==> src/rtl/morse_char_assembler.sv <==
// Collects dot/dash pulses into a pattern, translates it to ASCII on a letter gap and writes the
// result (plus word spaces) into the display FIFO. Build option: MORSE_UNKNOWN_CHAR_EN emits '?'.
module morse_char_assembler #(
    parameter int unsigned MAX_SYM = 5,
    parameter int unsigned CHAR_W  = 8
) (
    input  logic              clk,
    input  logic              reset,
    input  logic              dot,
    input  logic              dash,
    input  logic              lg,
    input  logic              wg,
    input  logic              full,
    output logic [CHAR_W-1:0] char_data,
    output logic              char_wr,
    output logic              busy,
    output logic              err
);

    localparam int unsigned CntW = $clog2(MAX_SYM + 1);
    localparam logic [CHAR_W-1:0] Space   = CHAR_W'(8'h20);
    localparam logic [CHAR_W-1:0] Unknown = CHAR_W'(8'h3f);

`ifdef MORSE_UNKNOWN_CHAR_EN
    localparam bit UnknownEn = 1'b1;
`else
    localparam bit UnknownEn = 1'b0;
`endif

    typedef enum logic [1:0] {StCollect, StEmitChar, StEmitSpace} state_e;

    state_e              state_q, state_d;
    logic [CntW-1:0]     cnt_q, cnt_d, cnt_acc;
    logic [MAX_SYM-1:0]  sym_q, sym_d, sym_acc;
    logic                bad_q, bad_d, bad_acc;
    logic                last_space_q, last_space_d;
    logic                space_pend_q, space_pend_d;
    logic [CHAR_W-1:0]   char_q, char_d;
    logic                err_q, err_d;
    logic                any_in, letter_end, lk_ok;
    logic [7:0]          lk_char;

    // Key is {symbol count, pattern}; first symbol is the MSB of the valid bits, dash = 1.
    function automatic logic [8:0] lookup(input logic [7:0] key);
        case (key)
            8'b001_00000: lookup = {1'b1, 8'h45}; // E
            8'b001_00001: lookup = {1'b1, 8'h54}; // T
            8'b010_00001: lookup = {1'b1, 8'h41}; // A
            8'b010_00000: lookup = {1'b1, 8'h49}; // I
            8'b010_00011: lookup = {1'b1, 8'h4d}; // M
            8'b010_00010: lookup = {1'b1, 8'h4e}; // N
            8'b011_00100: lookup = {1'b1, 8'h44}; // D
            8'b011_00110: lookup = {1'b1, 8'h47}; // G
            8'b011_00101: lookup = {1'b1, 8'h4b}; // K
            8'b011_00111: lookup = {1'b1, 8'h4f}; // O
            8'b011_00010: lookup = {1'b1, 8'h52}; // R
            8'b011_00000: lookup = {1'b1, 8'h53}; // S
            8'b011_00001: lookup = {1'b1, 8'h55}; // U
            8'b011_00011: lookup = {1'b1, 8'h57}; // W
            8'b100_01000: lookup = {1'b1, 8'h42}; // B
            8'b100_01010: lookup = {1'b1, 8'h43}; // C
            8'b100_00010: lookup = {1'b1, 8'h46}; // F
            8'b100_00000: lookup = {1'b1, 8'h48}; // H
            8'b100_00111: lookup = {1'b1, 8'h4a}; // J
            8'b100_00100: lookup = {1'b1, 8'h4c}; // L
            8'b100_00110: lookup = {1'b1, 8'h50}; // P
            8'b100_01101: lookup = {1'b1, 8'h51}; // Q
            8'b100_00001: lookup = {1'b1, 8'h56}; // V
            8'b100_01001: lookup = {1'b1, 8'h58}; // X
            8'b100_01011: lookup = {1'b1, 8'h59}; // Y
            8'b100_01100: lookup = {1'b1, 8'h5a}; // Z
            8'b101_11111: lookup = {1'b1, 8'h30};
            8'b101_01111: lookup = {1'b1, 8'h31};
            8'b101_00111: lookup = {1'b1, 8'h32};
            8'b101_00011: lookup = {1'b1, 8'h33};
            8'b101_00001: lookup = {1'b1, 8'h34};
            8'b101_00000: lookup = {1'b1, 8'h35};
            8'b101_10000: lookup = {1'b1, 8'h36};
            8'b101_11000: lookup = {1'b1, 8'h37};
            8'b101_11100: lookup = {1'b1, 8'h38};
            8'b101_11110: lookup = {1'b1, 8'h39};
            default:      lookup = 9'h000;
        endcase
    endfunction

    // Accumulator as it stands after this cycle's symbol, so a symbol coincident with a gap counts.
    always_comb begin
        cnt_acc = cnt_q;
        sym_acc = sym_q;
        bad_acc = bad_q;
        if (dot && dash) begin
            bad_acc = 1'b1;
        end else if (dot || dash) begin
            if (cnt_q == CntW'(MAX_SYM)) begin
                bad_acc = 1'b1;
            end else begin
                cnt_acc = cnt_q + CntW'(1);
                sym_acc = {sym_q[MAX_SYM-2:0], dash};
            end
        end
    end

    always_comb begin
        {lk_ok, lk_char} = lookup({3'(cnt_acc), 5'(sym_acc)});
        if (bad_acc) begin
            lk_ok = 1'b0;
        end
    end

    assign any_in     = dot | dash | lg | wg;
    assign letter_end = (lg || wg) && (cnt_acc != '0);

    always_ff @(posedge clk) begin
        if (reset) begin
            state_q <= StCollect;
        end else begin
            state_q <= state_d;
        end
    end

    always_comb begin
        state_d = state_q;
        unique case (state_q)
            StCollect: begin
                if (letter_end) begin
                    if (lk_ok || UnknownEn) begin
                        state_d = StEmitChar;
                    end else if (wg && !last_space_q) begin
                        state_d = StEmitSpace;
                    end
                end else if (wg && !last_space_q) begin
                    state_d = StEmitSpace;
                end
            end
            StEmitChar: begin
                if (!full) begin
                    state_d = space_pend_q ? StEmitSpace : StCollect;
                end
            end
            StEmitSpace: begin
                if (!full) begin
                    state_d = StCollect;
                end
            end
            default: state_d = StCollect;
        endcase
    end

    always_comb begin
        busy      = (state_q != StCollect);
        char_wr   = (state_q != StCollect) && !full;
        char_data = char_q;
        err       = err_q;
    end

    always_comb begin
        cnt_d        = cnt_q;
        sym_d        = sym_q;
        bad_d        = bad_q;
        char_d       = char_q;
        last_space_d = last_space_q;
        space_pend_d = space_pend_q;
        err_d        = 1'b0;
        unique case (state_q)
            StCollect: begin
                cnt_d = cnt_acc;
                sym_d = sym_acc;
                bad_d = bad_acc;
                if (letter_end) begin
                    cnt_d        = '0;
                    sym_d        = '0;
                    bad_d        = 1'b0;
                    err_d        = !lk_ok;
                    space_pend_d = wg;
                end
            end
            StEmitChar: begin
                err_d = any_in;
                if (!full) begin
                    last_space_d = 1'b0;
                    space_pend_d = 1'b0;
                end
            end
            StEmitSpace: begin
                err_d = any_in;
                if (!full) begin
                    last_space_d = 1'b1;
                end
            end
            default: ;
        endcase
        // Output character is loaded only on entry to an emit state and held while blocked.
        if (state_d != state_q) begin
            if (state_d == StEmitChar) begin
                char_d = lk_ok ? CHAR_W'(lk_char) : Unknown;
            end else if (state_d == StEmitSpace) begin
                char_d = Space;
            end
        end
    end

    always_ff @(posedge clk) begin
        if (reset) begin
            cnt_q        <= '0;
            sym_q        <= '0;
            bad_q        <= 1'b0;
            char_q       <= '0;
            last_space_q <= 1'b1;
            space_pend_q <= 1'b0;
            err_q        <= 1'b0;
        end else begin
            cnt_q        <= cnt_d;
            sym_q        <= sym_d;
            bad_q        <= bad_d;
            char_q       <= char_d;
            last_space_q <= last_space_d;
            space_pend_q <= space_pend_d;
            err_q        <= err_d;
        end
    end

endmodule

==> config.mk <==
export PLATFORM = sky130hd
export DESIGN_NAME = morse_char_assembler
export DESIGN_NICKNAME = d
export VERILOG_FILES = /design/src/rtl/morse_char_assembler.sv
export SDC_FILE = /design/constraint.sdc
export NUM_CORES = 1
export LEC_CHECK = 0
export ABC_AREA = 1
export BUFFER_PORTS_ARGS = -buffer_cell sky130_fd_sc_hd__buf_4
export CELL_PAD_IN_SITES_DETAIL_PLACEMENT = 0
export CELL_PAD_IN_SITES_GLOBAL_PLACEMENT = 1
export CORE_MARGIN = 2
export CORE_UTILIZATION = 39
export DETAILED_ROUTE_END_ITERATION = 8
export PLACE_DENSITY = 0.8
export REMOVE_ABC_BUFFERS = 1
export SKIP_LAST_GASP = 1
export SLEW_MARGIN = 10
export SYNTH_ARGS = -nofsm -noshare
export SYNTH_HDL_FRONTEND = slang
export SYNTH_SLANG_ARGS = --single-unit
==> constraint.sdc <==
create_clock -name clk -period 2.9 [get_ports clk]
set_clock_uncertainty 0.15 [all_clocks]
set_input_delay 0.435 -clock clk [delete_from_list [all_inputs] [get_ports clk]]
set_output_delay 0.435 -clock clk [all_outputs]
set_load 0.005 [all_outputs]
; Yosys cells after proc, flatten, opt, wreduce, memory -nomap -nowiden
; Cells that the tools add are included.
[totals]
reg_bits = 22
out_inout_bits = 11
elab_cells = 107
[op_classes]
bitwise = 3
reduce_logical = 19
muxes = 31
n_eq_ne = 45
addsub = 1
[ops]
columns = operator, count
row1 = one-hot mux 9 bit (36 select lines), 1
row2 = "equality test 8 bit, second input constant", 22
row3 = "equality test 8 x 7 -> 1 bit, second input constant", 12
row4 = two-way mux 8 bit, 3
row5 = two-way mux 5 bit, 4
row6 = "equality test 8 x 6 -> 1 bit, second input constant", 2
row7 = two-way mux 2 bit, 6
row8 = two-way mux 3 bit, 4
row9 = two-way mux 1 bit, 9
row10 = nonzero test 2 bit, 4
row11 = "!= test 2 bit, second input constant", 3
row12 = one-hot mux 1 bit (2 select lines), 3
row13 = one-hot mux 2 bit (3 select lines), 1
row14 = AND reduction 3 bit, 2
row15 = "equality test 2 x 1 -> 1 bit, second input constant", 2
row16 = "equality test 2 bit, second input constant", 2
row17 = logical AND 1 bit, 4
row18 = "adder 3 x 1 -> 3 bit, second input constant", 1
row19 = "equality test 3 bit, second input constant", 1
row20 = logical NOT 1 bit, 3
row21 = bitwise OR 1 bit, 3
row22 = nonzero test 3 bit, 1
row23 = logical NOT 2 bit, 1
row24 = logical OR 1 bit, 2
row25 = other kinds (3), 3

; Logic depth before layout (Yosys ltp)
[logic_depth]
word_depth = 13
ltp_mapped = 27

; Least setup slack after synthesis
; OpenSTA, ideal clock, no wires.
[synth_path]
kind = reg-to-reg
start = register cnt_q[1]
end = register char_q[3] (netlist: char_data[3])
required_time_ns = 2.637
setup_time_ns = 0.113
arrival_time_ns = 2.880
path_slack_ns = -0.243
path_stages_with_launch = 26
path_buffers = 2
cell_sequence = dfxtp_1 inv_1 ha_1 nand2_2 buf_2 nand4_1 nand2_4 nor2_4 nand3_1 nor2_2 nor2_2 nand2_1 nor2_2 nand3_2 nand3_2 nand2_1 nand2_1 nand2_2 nand2_2 inv_1 ha_1 inv_1 buf_2 nand3_2 nand2_1 nor2_1
[synth_between]
elab_chain_cells = 13
[synth_lines]
columns = element, line
row1 = "start, declared", 33  ; logic [CntW-1:0] cnt_q, cnt_d, cnt_acc;
row2 = "start signal, assigned", 212  ; cnt_q <= cnt_d;
row3 = adder 3 x 1 -> 3 bit / equality test 3 bit (equally long branches), "97, 94"
row4 = two-way mux 3 bit / two-way mux 5 bit (equally long branches), 94  ; if (cnt_q == CntW'(MAX_SYM)) begin
row5 = two-way mux 3 bit / two-way mux 5 bit (equally long branches), 93  ; end else if (dot || dash) begin
row6 = two-way mux 3 bit / two-way mux 5 bit (equally long branches), 91  ; if (dot && dash) begin
row7 = "equality test 8 bit, or another cell as far along", 45  ; case (key)
row8 = one-hot mux 9 bit (36 select lines), 45
row9 = two-way mux 1 bit, 105  ; if (bad_acc) begin
row10 = two-way mux 2 bit, 126  ; if (lk_ok || UnknownEn) begin
row11 = two-way mux 2 bit *, 125  ; if (letter_end) begin
row12 = one-hot mux 2 bit (3 select lines) *, 123  ; unique case (state_q)
row13 = via state_d[0], 32  ; state_e state_q, state_d;
row14 = equality test 2 x 1 -> 1 bit / equality test 2 bit (equally long branches), "194, 196"
row15 = nonzero test 2 bit (no line), --
row16 = AND reduction 2 bit (no line), --
row17 = "end signal, assigned", 215  ; char_q <= char_d;
row18 = "end, declared", 38  ; logic [CHAR_W-1:0] char_q, char_d;
; Mark *: on every way through the listed nets, which the timed path passes. The rest lies on a longest branch.
; A chain may end at the register's enable or synchronous reset.

; Worst setup path after layout
[layout_path]
start = register cnt_q[1]
end = register char_q[5] (netlist: char_data[5])
[layout_between]
elab_chain_cells = 13
[layout_lines]
columns = element, line
row1 = adder 3 x 1 -> 3 bit / equality test 3 bit (equally long branches), "97, 94"
row2 = two-way mux 3 bit / two-way mux 5 bit (equally long branches), 94
row3 = two-way mux 3 bit / two-way mux 5 bit (equally long branches), 93
row4 = two-way mux 3 bit / two-way mux 5 bit (equally long branches), 91
row5 = "equality test 8 bit, or another cell as far along", 45
row6 = one-hot mux 9 bit (36 select lines), 45
row7 = two-way mux 1 bit, 105
row8 = two-way mux 2 bit, 126
row9 = two-way mux 2 bit, 125
row10 = one-hot mux 2 bit (3 select lines), 123
row11 = equality test 2 x 1 -> 1 bit / equality test 2 bit (equally long branches), "194, 196"
row12 = nonzero test 2 bit (no line), --
row13 = AND reduction 2 bit (no line), --
; Parallel ways exist; a longest one is shown, timed or not.

==> results.txt <==
gpl congestion - 0.8862
pin count of the biggest net entering global routing - 14
Clock Latency Late Sink - 260 ps
post-synthesis mux area share - 0
WL/cell - 13.99 um
Rel. slew slack - 0.6057
placed wire-length estimate - 4819 um
failing checks - negative setup slack
CP Class - flop to flop
vias in the first global route - 2513
final setup margin - -172.9 ps
Synth top area share - 0.1953
Gate Count Post-Synth - 327
main combinational cell family by area after synthesis - simple AND/OR/NAND/NOR gates
hold-fix buffers at CTS - 0
total global-route track usage - 0.2290
RSZ-0062 raised after global routing - true
largest area contributor in the netlist - dfxtp_1
Hold Crit Class - input port to flop
Worst setup EP type - flop
antenna violations before repair - 0
Std-Cell Rows - 27
VDD IR max - 0.0004571 V
sequential cell area fraction in the yosys report - 0.1953
clock sink total - 21
detailed-route via count - 2588
register bit count reported by yosys - 21
Setup Viol. Count Final - 7
CP Launch Type - flop
Slew Viols, Final - 0
first-pass GRT wire length - 11580 um
leakage power - 1.655 nW
cts bufs inserted - 3
Pwr Density - 514.6 mW/mm^2
Synth Flop Type - dfxtp_1
max_cap viols - 0
post-synthesis adder-cell area fraction - 0.04070
Least-Margin Pin Slew - 583.8 ps
simple-gate area share of the yosys netlist - 0.5419
Die ar. - 0.006129 sq mm
Req. time, crit path - 2910 ps
Root Driver - clkbuf_8
Syn Area/Cell - 6.581 sq um
final hold slack - 289.0 ps
I/O pin count - 18
Tmin final - 3073 ps
Initial Util - 0.3981
Clock transition at path regs - 70 ps
PortBufs - 16
Max clock buf depth - 2
status - complete, but fails checks
post-synthesis compound-gate area fraction - 0.1215
share of layout cells above drive strength 1 - 0.5520
drt first pass iters - 4
Yosys cell types - 38
Worst EP arrival - 3080 ps
Non-Filler Instances - 505
Synth top cells by count - nand2_1 (69), nand2_2 (32), nand3_1 (31)
H-tree levels - 1
# nets final - 448
via/cell ratio - 5.125
Final Hold Fails - 0
XOR/XNOR Fraction of Synth Area - 0
GR Overflow Total - 0
CTS tree - done
number of diodes - 0
area grow syn2layout - 63.72%
most common cell in the synthesized netlist - nand2_1
part of the cycle the worst path needs - 1.060
final WL - 7065 um
FFs w/ async S/R, synth - 0
CP max FO - 7
most area-consuming cells after synthesis - dfxtp_1 (20%), nand2_1 (12%), nand2_2 (9.3%)
die height - 78.29 um
Die Wd - 78.29 um
synth warn - 0
Setup TNS - -1185 ps
Post-synth EDFFs - 0
initial drt markers - 178
post-route ant nets - 0
Placed Cells - 474
number of remaining DRC errors - 0
Core Footprint - 0.005405 sq mm
Synth Cell Area - 0.002152 sq mm
Highest Clock Rate - 325.4 MHz
[through the flow]
stage / area (sq um) / utilization / power [W] / setup WS, ps
3_3_place_gp: 2833 / 0.5241 / 0.001246 / -386.5
6_report: 3523 / 0.6519 / 0.001813 / -172.9
2_1_floorplan: 2074 / - / 0.0008957 / -411.1
4_1_cts: 3233 / 0.5981 / 0.001667 / -151.6
5_1_grt: 3523 / 0.6519 / 0.001932 / -359.6
3_5_place_dp: 2833 / 0.5241 / 0.001254 / -425.6
[report_power, final]
part	switching, W	total (W)	internal (W)
sequential	0.0000428	0.000385	0.000343
clock	0.0000923	0.000190	0.0000978
combinational	0.000675	0.00124	0.000562
[path summary, 6_finish.rpt]
path / start / to / slack [ps] / cells past startpoint
min: reset / cnt_q[1] / 290 / 2
max: cnt_q[1] / char_data[5] / -170 / 25
min reg2reg: last_space_q / last_space_q / 320 / 2
max reg2reg: cnt_q[1] / char_data[5] / -170 / 25
[state kept, by name, indices dropped and copies added (netlist names)]
signal	cells
bad_q	1
char_data	7
cnt_q	3
err	1
last_space_q	1
space_pend_q	1
state_q	2
sym_q	5
[cells in the final DEF (no fill, tap or decap), types with 3 or more instances in the layout]
master | Yosys | final
nor2_2 | 7 | 6
o21ai_0 | 6 | 6
nand3_2 | 7 | 14
dfxtp_1 | 21 | 19
nand2_2 | 32 | 32
buf_12 | 0 | 4
o41ai_1 | 3 | 3
ha_1 | 7 | 4
nor2_4 | 6 | 13
nor2_1 | 30 | 24
nand4_1 | 14 | 14
ha_4 | 0 | 3
nand2_1 | 69 | 51
nand2_4 | 7 | 21
a21oi_1 | 15 | 14
buf_4 | 1 | 101
nand3_4 | 1 | 5
a21oi_2 | 7 | 6
nand3_1 | 31 | 21
inv_2 | 8 | 12
inv_1 | 26 | 20
clkbuf_8 | 0 | 3
nand2_8 | 1 | 6
[cells by family after synthesis]
family | count (synthesis)
AOI/OAI and AO/OA | 40
DFF | 21
buffers and inverters | 45
other | 1
and+or+nand+nor | 213
adders and majority gates | 7
[layer usage]
metal,GRT usage,vias up,part of all wire
li1,-,1305,-
met3,0.02299,14,0.030
met2,0.4043,54,0.50
met1,0.2991,1215,0.45
met4,0.05614,0,0.020
met5,0,-,0
[timing repair]
action / CTS / global route
setup endpoints to repair: 7 / 8
gates resized for setup: 46 / 49
setup buffers: 15 / 9
cloned: 3 / 0
pin swaps: 43 / 40
[worst max-delay path: stages, from the launching register on]
cell and delay, ps:
dfxtp_2 340, inv_2 50, ha_4 170, nand2_8 90, nand3_4 120, buf_12 170
nand2_2 70, nand2_4 90, nand2_4 110, nor2_1 80, nand2_4 90, nand2_4 50
nor2_4 120, nand2_2 80, nor2_4 110, nand3_2 80, nand3_2 80, nand3_1 80
nand2_2 90, buf_4 100, buf_4 90, nand3_1 100, nand2_4 150, nand2_8 100
a21oi_4 150, nor2_1 50
[area by class of cell]
cell class	instances	area, sq um
inverters	36	142.6
flip-flops and latches	21	425.4
well taps	72	90.09
repair buffers	109	903.4
fillers	471	1882
multi-input cells	263	1917
clock buffers	4	45.04
No activity file was read; power rests on OpenSTA's default activity.
